**src/rtl/xls_pipe_credit_adapter.sv**
```systemverilog
// Credit-based valid/ready wrapper around a free-running, fixed-latency XLS pipeline.
// Latency: accept in cycle T -> FIFO write at end of T+LATENCY -> out_valid earliest in T+LATENCY+1.
// Backpressure: in_ready_o drops when no credits remain; credits return one cycle after each pop.
module xls_pipe_credit_adapter #(
  parameter int unsigned       DATA_W  = 1,
  parameter int unsigned       LATENCY = 2,
  parameter int unsigned       DEPTH   = 4,
  parameter logic [DATA_W-1:0] IDLE_X  = '1
) (
  input  logic                       clk_i,
  input  logic                       rst_ni,
  input  logic                       in_valid_i,
  output logic                       in_ready_o,
  input  logic                       in_pred_i,
  input  logic [DATA_W-1:0]          in_x_i,
  output logic                       pipe_pred_o,
  output logic [DATA_W-1:0]          pipe_x_o,
  input  logic [DATA_W-1:0]          pipe_out_i,
  output logic                       out_valid_o,
  input  logic                       out_ready_i,
  output logic [DATA_W-1:0]          out_data_o,
  output logic [$clog2(DEPTH+1)-1:0] credits_o,
  output logic                       overflow_err_o
);

  localparam int unsigned CNT_W = $clog2(DEPTH + 1);
  localparam int unsigned PTR_W = (DEPTH > 1) ? $clog2(DEPTH) : 1;

  logic [CNT_W-1:0]   credits_q, credits_d;
  logic               in_ready_q;
  logic [LATENCY-1:0] vld_q;
  logic [DATA_W-1:0]  mem_q [DEPTH];
  logic [PTR_W-1:0]   wr_ptr_q, rd_ptr_q;
  logic [CNT_W-1:0]   count_q, count_d;
  logic               overflow_q;

  logic accept, push, pop, full, wr_en;

  function automatic logic [PTR_W-1:0] ptr_inc(input logic [PTR_W-1:0] p);
    return (p == PTR_W'(DEPTH - 1)) ? '0 : p + PTR_W'(1);
  endfunction

  assign accept      = in_valid_i & in_ready_q;
  assign push        = vld_q[LATENCY-1];
  assign out_valid_o = (count_q != '0);
  assign pop         = out_valid_o & out_ready_i;
  assign full        = (count_q == CNT_W'(DEPTH));
  // A pop in the same cycle frees the slot being written, so a full FIFO can still take a push.
  assign wr_en       = push & (~full | pop);

  // Pipeline inputs: token when accepted, otherwise a harmless idle value.
  assign pipe_pred_o = accept ? in_pred_i : 1'b0;
  assign pipe_x_o    = accept ? in_x_i : IDLE_X;

  assign in_ready_o     = in_ready_q;
  assign out_data_o     = mem_q[rd_ptr_q];
  assign credits_o      = credits_q;
  assign overflow_err_o = overflow_q;

  // Credit next-state: accept spends one, pop returns one, both cancel.
  always_comb begin
    credits_d = credits_q;
    if (accept && !pop)      credits_d = credits_q - CNT_W'(1);
    else if (!accept && pop) credits_d = credits_q + CNT_W'(1);
  end

  // FIFO occupancy next-state.
  always_comb begin
    count_d = count_q;
    if (wr_en && !pop)      count_d = count_q + CNT_W'(1);
    else if (!wr_en && pop) count_d = count_q - CNT_W'(1);
  end

  // Credits and the registered ready derived from the post-update credit count.
  always_ff @(posedge clk_i or negedge rst_ni) begin
    if (!rst_ni) begin
      credits_q  <= CNT_W'(DEPTH);
      in_ready_q <= 1'b1;
    end else begin
      credits_q  <= credits_d;
      in_ready_q <= (credits_d != '0);
    end
  end

  // Tag shift register tracks which pipeline stages hold real tokens.
  generate
    if (LATENCY == 1) begin : g_tag1
      always_ff @(posedge clk_i or negedge rst_ni) begin
        if (!rst_ni) vld_q <= '0;
        else         vld_q <= accept;
      end
    end else begin : g_tagn
      always_ff @(posedge clk_i or negedge rst_ni) begin
        if (!rst_ni) vld_q <= '0;
        else         vld_q <= {vld_q[LATENCY-2:0], accept};
      end
    end
  endgenerate

  // Capture FIFO storage, pointers, occupancy and the sticky overflow flag.
  always_ff @(posedge clk_i or negedge rst_ni) begin
    if (!rst_ni) begin
      for (int i = 0; i < int'(DEPTH); i++) mem_q[i] <= '0;
      wr_ptr_q   <= '0;
      rd_ptr_q   <= '0;
      count_q    <= '0;
      overflow_q <= 1'b0;
    end else begin
      if (wr_en) begin
        mem_q[wr_ptr_q] <= pipe_out_i;
        wr_ptr_q        <= ptr_inc(wr_ptr_q);
      end
      if (pop) rd_ptr_q <= ptr_inc(rd_ptr_q);
      count_q <= count_d;
      if (push && full && !pop) overflow_q <= 1'b1;
    end
  end

endmodule

```
**config.mk**
```make
export PLATFORM = sky130hd
export DESIGN_NAME = xls_pipe_credit_adapter
export DESIGN_NICKNAME = d
export VERILOG_FILES = /design/src/rtl/xls_pipe_credit_adapter.sv
export SDC_FILE = /design/constraint.sdc
export NUM_CORES = 1
export LEC_CHECK = 0
export CAP_MARGIN = 40
export CORE_MARGIN = 1.5
export CORE_UTILIZATION = 55
export DETAILED_ROUTE_END_ITERATION = 8
export GPL_ROUTABILITY_DRIVEN = 1
export GPL_TIMING_DRIVEN = 0
export PLACE_DENSITY = 0.81
export SLEW_MARGIN = 40
export SYNTH_ARGS = -nofsm -noshare
export SYNTH_HDL_FRONTEND = slang
export SYNTH_SLANG_ARGS = --single-unit
```
**constraint.sdc**
```tcl
create_clock -name clk_i -period 3.95 [get_ports clk_i]
set_input_delay 0.79 -clock clk_i [delete_from_list [all_inputs] [get_ports clk_i]]
set_output_delay 0.79 -clock clk_i [all_outputs]
set_load 0.05 [all_outputs]
```
==> results of run 1 <==
==> critical path, stage by stage <==
cell,delay [ps]
clkdlybuf4s50_1,440
nand2_1,140
clkinv_2,140
nand2b_1,100
clkdlybuf4s50_1,800
==> area by class of cell <==
class | instances | area, sq um
fillers | 107 | 410
plain buffers | 1 | 5.00
multi-input cells | 54 | 457
flip-flops and latches | 18 | 453
clock buffers | 4 | 36.3
well taps | 16 | 20.0
repair buffers | 15 | 145
inverters | 7 | 32.5
==> cell usage in the layout (no fill, tap or decap), types with 2 or more instances in the layout <==
master,instances
clkbuf_4,3
clkdlybuf4s50_1,14
mux2_2,5
dfstp_2,2
buf_2,2
inv_1,5
o21ai_0,2
xnor2_1,3
xor2_1,2
nor2_1,3
and3_1,2
ha_1,8
nand2_1,12
dfrtp_1,16
==> cell usage after synthesis, types with 2 or more instances <==
library cell	number
xor2_1	2
ha_1	8
dfrtp_1	16
mux2_2	5
nand2_1	12
inv_1	5
o21ai_0	2
and3_1	2
xnor2_1	3
dfstp_2	2
nor2_1	3
==> report_power, final <==
group          switching (mW)  internal (mW)  total (mW)
clock                  0.0575         0.0562       0.114
combinational           0.306          0.237       0.543
sequential             0.0793          0.277       0.357
total                   0.443          0.570        1.01
==> path summary, 6_finish.rpt <==
path	slack, ps	end	startpoint
min in group asynchronous	400	count_q[0]	rst_ni
setup / recovery	740	pipe_x_o	in_valid_i
setup reg to reg	1740	count_q[1]	count_q[0]
hold / removal	370	vld_q[1]	vld_q[0]
hold reg to reg	370	vld_q[1]	vld_q[0]
max in group asynchronous	3240	in_ready_o	rst_ni
==> flip-flops by register name, indices dropped and copies added (netlist names) <==
| signal | cells |
|---|---|
| vld_q | 2 |
| overflow_err_o | 1 |
| credits_o | 3 |
| rd_ptr_q | 2 |
| wr_ptr_q | 2 |
| mem_q | 4 |
| count_q | 3 |
| in_ready_o | 1 |
==> kinds of logic after synthesis <==
family	count (synthesis)	share of synthesized area
and+or+nand+nor	25	0.140
DFF	18	0.478
AOI/OAI and AO/OA	9	0.0859
adders and majority gates	9	0.127
buffers and inverters	8	0.0396
muxes	6	0.0832
xor gates and xnor gates	5	0.0462
==> layer usage <==
layer / track usage / vias up / part of all wire
met3: 0.0245 / 2 / 0.024
met2: 0.362 / 9 / 0.53
met1: 0.238 / 306 / 0.43
li1: - / 314 / -
met5: 0 / - / 0
met4: 0.0727 / 0 / 0.014
==> through the flow <==
step | hold WS [ps] | utilization | cells
3_5_place_dp | 344 | 0.717 | 111
5_1_grt | 378 | 0.737 | 115
4_1_cts | 367 | 0.740 | 115
2_1_floorplan | 331 | - | 80
3_3_place_gp | 334 | 0.717 | 111
6_report | 365 | 0.737 | 115
==> run metrics, run 1 <==
Synth Register Bits=18; First-pass DRT Iterations=3; Worst Reg-to-Reg Cells=7; Final Max Slew Viols=0; Syn. warnings=0; count of final setup violators=0; Synth top area share=0.423; Max VDD drop=737 uV; Final WS setup=744 ps; worst path arrival time=2420 ps; RSZ-0062 raised after global routing=no; crit path max fanout=7; grt ovf=0; clk sinks=18; hold path depth=0; vias per inst=5.49; Die Ht=44.5 microns; Rows=14; number of global-route vias before repair=609; Area growth, synth to finish=21.3%; Initial DRC Count=8; final instance area=1150 sq um; Total Die Area=1980 sq um; post-route ant nets=0; Post-Place Cell Area=1120 sq um; outcome=complete, no violations; largest net degree at the start of global routing=19; clock-pin slew on the worst setup and hold paths=100 ps; syn nets=96; top cells by area, synth=dfrtp_1, ha_1, mux2_2; Tcrit/Tclk final=0.812; cell leakage power=0.531 nW; Ports=16; Post-synth EDFFs=0; PD cells=882 nW/um^2; drc violations=0; GPL Wtd Cong=0.714; CTS tree=yes; CTS buffer count=3; final wirelength=1640 microns; Max Buffers Root-to-Sink=2; routed len/inst=14.3 microns; dpl hpwl=1290 microns; min cycle time layout=3210 ps; syn avg cell area=11.8 sq um; post-synthesis cell area=947 sq um; Clock Latency Late Sink=290 ps; share of cells above drive strength 1=0.212; Inserted Diodes=0; Total Nets Final=116; fmax=312 MHz; number of setup buffers added after CTS=0; H-tree levels=1; final clock skew=1.54 ps; Fin. Hold Viols=0; Primary FF master, synth=dfrtp_1; register area share after synthesis=0.478; Rel. slew slack=0.667; sum of negative setup slack=0 ps; DR vias=631; IO buf count=15; critical path class=in2out; Chip Width=44.5 microns; post-synthesis cell type count=31; CP Data Required Time=3160 ps; dpl ws=765 ps; area leader, netlist=dfrtp_1; Root Buffer=clkbuf_4; startpoint types=input pin; hold-fix buffers at CTS=0; worst min path class=reg2reg; total of max-cap violations=0; Worst-Margin Slew=497 ps; first-pass GRT wire length=2810 microns; initial antenna violation count=0; gr usage total=0.199; CTS resizes=0; ys async rst share=1.00; post-synthesis instance total=80; final total power=1.01 mW; Setup crit end kind=output pin; core area=1560 sq um; Initial Util=0.608
No activity file was read; power rests on OpenSTA's default activity.
==> run 2, diff against run 1 <==
CORE_UTILIZATION = 51   (was 55)
PLACE_DENSITY = 0.76   (was 0.81)
clock period = 3.3 ns   (was 3.95 ns; I/O delays follow)
==> run 2 against run 1 <==
Final cell count rose by 7.8%. Core utilization fell by 6.5 points. Worst setup slack got worse by 320 ps. Sequential power rose by 20%. Clock-buffer cell count did not move. Via count fell by 0.48%. Critical endpoint unchanged. Largest cell class unchanged.
==> run metrics, run 2 (synthesis gave the netlist of run 1 again) <==
Initial Util=0.549; Reg-to-Reg Start=count_q[0]; Inserted Diodes=0; RSZ-0062 raised after global routing=no; Ports=16; DRT met1 WL=728 microns; PD cells=1040 nW/um^2; Net Sw Frac=0.437; first-pass GRT wire length=2830 microns; met3 WL=62 microns; Critical Path Max Stage Delay=800 ps; worst min path class=in2async; dpl hpwl=1280 microns; Fin. Hold Viols=0; initial antenna violation count=0; Bufs and invs on worst path=3; number of global-route vias before repair=653; Max VDD drop=637 uV; H-tree levels=1; Initial DRC Count=4; Worst-Margin Slew=518 ps; IO buf count=15; share of cells above drive strength 1=0.212; most common cell after layout, fill and taps aside=dfrtp_1; fmax=347 MHz; worst path arrival time=2220 ps; GPL Wtd Cong=0.693; crit path max fanout=7; min cycle time layout=2880 ps; outcome=complete, no violations; cell leakage power=0.531 nW; startpoint types=input pin; Rel. slew slack=0.654; max reg flops=4; R2R setup slack=1080 ps; CTS tree=yes; Cell Int Power=683 uW; Post-Place Cell Area=1130 sq um; core area=1730 sq um; total of max-cap violations=0; Max Buffers Root-to-Sink=2; critical path class=in2out; combinational share of power=0.538; final total power=1.21 mW; Biggest register=mem_q; RR Endpoint=count_q[1]; count of final setup violators=0; final wirelength=1600 microns; sum of negative setup slack=0 ps; Total Nets Final=116; final clock skew=2.64 ps; Clk pwr share=0.109; number of setup buffers added after CTS=0; NetSw=529 uW; Final Util=0.672; drc violations=0; Worst Reg-to-Reg Cells=7; vias per inst=5.06; WL met2=794 microns; Setup crit end kind=output pin; CTS buffer count=3; most frequent cells in the layout=dfrtp_1, clkdlybuf4s50_1, nand2_1; most frequent CP cell=clkdlybuf4s50_1; clock-pin slew on the worst setup and hold paths=100 ps; crit-path cells=clkdlybuf4s50_1, nand2_1, clkinv_2, nand2b_1, clkdlybuf4s50_1; gr usage total=0.193; clk sinks=18; sequential power share=0.353; Total Die Area=2120 sq um; Area growth, synth to finish=22.5%; Rows=15; Root Buffer=clkbuf_4; CP Data Required Time=2640 ps; CTS resizes=0; First-pass DRT Iterations=3; highest-delay cell along the critical path=clkdlybuf4s50_1; Final Max Slew Viols=0; Die Ht=46.1 microns; grt ovf=0; highest routed layer=met4; Tcrit/Tclk final=0.873; hold-fix buffers at CTS=0; routed len/inst=12.9 microns; cell family with most CP delay=buffers and inverters; final instance area=1160 sq um; largest net degree at the start of global routing=19; Clock Latency Late Sink=290 ps; DR vias=628; Chip Width=46.1 microns; post-route ant nets=0
-- run 2: cell type report --
| cell class | count | area (sq um) |
|---|---|---|
| clock buffer | 4 | 36.3 |
| buffer | 1 | 5.00 |
| tap | 25 | 31.3 |
| multi-input combinational | 54 | 457 |
| fill | 145 | 567 |
| inverter | 7 | 32.5 |
| sequential | 18 | 453 |
| timing repair buffer | 15 | 145 |
-- run 2: metrics by stage --
stage | setup WS, ps | instances | hold slack, ps
final | 420 | 124 | 272
after global placement | 430 | 120 | 333
after detailed placement | 416 | 120 | 338
after CTS | 415 | 124 | 361
after global routing | 310 | 124 | 286
after floorplan | 1050 | 80 | 331
-- run 2: power by group through the flow --
stage / Sequential (mW) / Clock, mW / Combinational (mW)
floorplan: 0.509 / 0 / 0.393
global placement: 0.425 / 0 / 0.629
finish: 0.427 / 0.133 / 0.652
global route: 0.444 / 0.147 / 0.715
CTS: 0.428 / 0.136 / 0.660
detailed placement: 0.433 / 0 / 0.658
-- run 2: worst max path at each step --
stage | from | to | slack (ps) | cells after the start
2_1_floorplan | out_ready_i | count_q[1] | 1050 | 7
3_3_place_gp | in_valid_i | pipe_x_o | 430 | 5
3_5_place_dp | in_valid_i | pipe_x_o | 420 | 5
4_1_cts | in_valid_i | pipe_x_o | 420 | 5
5_1_grt | in_valid_i | pipe_x_o | 310 | 5
6_report | in_valid_i | pipe_x_o | 420 | 5
-- run 2: metal layers --
layer  track usage  vias to the layer above
li1              -                      315
met1         0.234                      299
met2         0.322                       12
met3        0.0706                        2
met4        0.0514                        0
met5             0                        -
==> run 3, diff against run 2 <==
ABC_AREA = 1   (was not set)
HOLD_SLACK_MARGIN = 0.02   (was not set)
==> run 3 against run 2 <==
Cell area rose by 4.0%. Area after synthesis increased by 4.9%. Non-clock buffer count down 1. Critical path type unchanged.
==> run metrics, run 3 <==
count of final setup violators=0; critical path class=in2out; drc violations=0; routed len/inst=11.5 microns; Post-Place Cell Area=1170 sq um; max reg flops=4; PD cells=1080 nW/um^2; compound-cell area share of the yosys netlist=0.101; final total power=1.30 mW; number of setup buffers added after CTS=0; H-tree levels=1; IO buf count=15; Worst-Margin Slew=495 ps; Area growth, synth to finish=21.4%; DR vias=724; worst hold margin=266 ps; Initial DRC Count=4; ys async rst share=1.00; most common cell after layout, fill and taps aside=nand2_1; post-synthesis instance total=106; Adder-Cell Fraction of Synth Area=0.121; Die Ht=47.1 microns; startpoint types=input pin; cell leakage power=0.597 nW; Post-synth EDFFs=0; largest net degree at the start of global routing=19; outcome=complete, no violations; CP Data Required Time=2640 ps; Fin. Hold Viols=0; Rel. slew slack=0.669; share of cells above drive strength 1=0.176; clk sinks=18; post-synthesis cell area=993 sq um; RSZ-0062 raised after global routing=no; Reg-to-Reg Start=count_q[0]; total of max-cap violations=0; Total Die Area=2220 sq um; crit path from=in_valid_i; Biggest register=mem_q; post-synthesis cell type count=25; Setup crit end kind=output pin; first-pass GRT wire length=2770 microns; largest family of logic cells by synthesized area=simple AND/OR/NAND/NOR gates; most frequent cell after synthesis=nand2_1; Rows=15; register area share after synthesis=0.456; Max Buffers Root-to-Sink=2; gr usage total=0.185; Syn. warnings=0; final clock skew=3.81 ps; final wirelength=1720 microns; Clock Latency Late Sink=290 ps; worst path arrival time=2240 ps; crit path max fanout=5; CTS tree=yes; grt ovf=0; Synth Register Bits=18; number of global-route vias before repair=679; Root Buffer=clkbuf_4; top cells by count, synth=nand2_1, dfrtp_1, inv_1; filler instances=144; CTS buffer count=3; Initial Util=0.557; fmax=344 MHz; Max VDD drop=631 uV; dpl hpwl=1270 microns; GPL Wtd Cong=0.765; syn avg cell area=9.37 sq um; Inserted Diodes=0; Tcrit/Tclk final=0.880; Post-Synth XOR/XNOR Area=0.0176; top cells by area, synth=dfrtp_1, nand2_1, ha_1; sum of negative setup slack=0 ps; Total Nets Final=142; post-route ant nets=0; First-pass DRT Iterations=4; min cycle time layout=2900 ps; core area=1780 sq um; syn nets=122; Final Max Slew Viols=0; Chip Width=47.1 microns; hold-fix buffers at CTS=0; area leader, netlist=dfrtp_1; most frequent cells in the layout=nand2_1, dfrtp_1, inv_1, clkdlybuf4s50_1, ha_1; mux share of post-synthesis cell area=0.0113; worst min path class=in2async; Synth top area share=0.403; Primary FF master, synth=dfrtp_1; Ports=16; final instance area=1210 sq um; Post-Synth Simple-Gate Area=0.233; clock-pin slew on the worst setup and hold paths=100 ps; initial antenna violation count=0; CTS resizes=0; vias per inst=4.83
==> run 3: changes by cell type in the layout (fill, tap and decap cells not counted), sizes merged, moves of 2 or more <==
cell	change
nand2	+21
inv	+11
o21ai	+6
nand3	+5
mux2	-4
a21oi	+3
a21o	-2
and3	-2
clkinv	-2
nor2	+2
xnor2	-2
==> run 3: kinds of logic (layout without fill, tap and decap cells) <==
group / Yosys count / count (layout)
compound gates: 14 / 14
flops: 18 / 18
xor+xnor: 2 / 2
simple gates: 46 / 46
mux: 1 / 1
fa+ha+maj: 9 / 9
buf+inv: 16 / 35
==> run 3: through the flow <==
| step | util | std cells | setup slack, ps |
|---|---|---|---|
| after global placement | 0.659 | 146 | 414 |
| after floorplan | - | 106 | 1130 |
| after global routing | 0.676 | 150 | 339 |
| after detailed placement | 0.659 | 146 | 399 |
| after CTS | 0.679 | 150 | 391 |
| final | 0.676 | 150 | 396 |
==> run 3: final cells by class <==
class | count | area, sq um | share of cell area
clock buffer | 4 | 36.3 | 0.0301
timing repair buffer | 15 | 145 | 0.120
tap | 25 | 31.3 | 0.0259
sequential | 18 | 453 | 0.376
multi-input combinational | 72 | 480 | 0.398
inverter | 16 | 60.1 | 0.0498
==> run 3: path summary, 6_finish.rpt <==
| kind | slack (ps) | end | cells past startpoint |
|---|---|---|---|
| max | 400 | pipe_x_o | 4 |
| min | 270 | mem_q[0] | 1 |
| max reg2reg | 1310 | count_q[2] | 9 |
| min reg2reg | 370 | vld_q[1] | 0 |
| max in group asynchronous | 2720 | credits_o[2] | 1 |
| min in group clk_i | 370 | vld_q[1] | 0 |
==> run 3: worst max-delay path, stage by stage <==
cell	delay (ps)
clkdlybuf4s50_1	460
nand2_1	130
or2_2	300
clkdlybuf4s50_1	700
==> run 3: power by group <==
group,leakage (nW),switching (mW),internal (mW)
sequential,0.212,0.0966,0.336
clock,0.0210,0.0676,0.0673
combinational,0.364,0.462,0.275
==> run 3: routing by layer <==
layer | vias up | track usage | routed length (microns)
met2 | 14 | 0.312 | 851
met1 | 328 | 0.219 | 766
met4 | 0 | 0.0833 | 33
met5 | - | 0 | 0
met3 | 4 | 0.0500 | 67
li1 | 378 | - | -
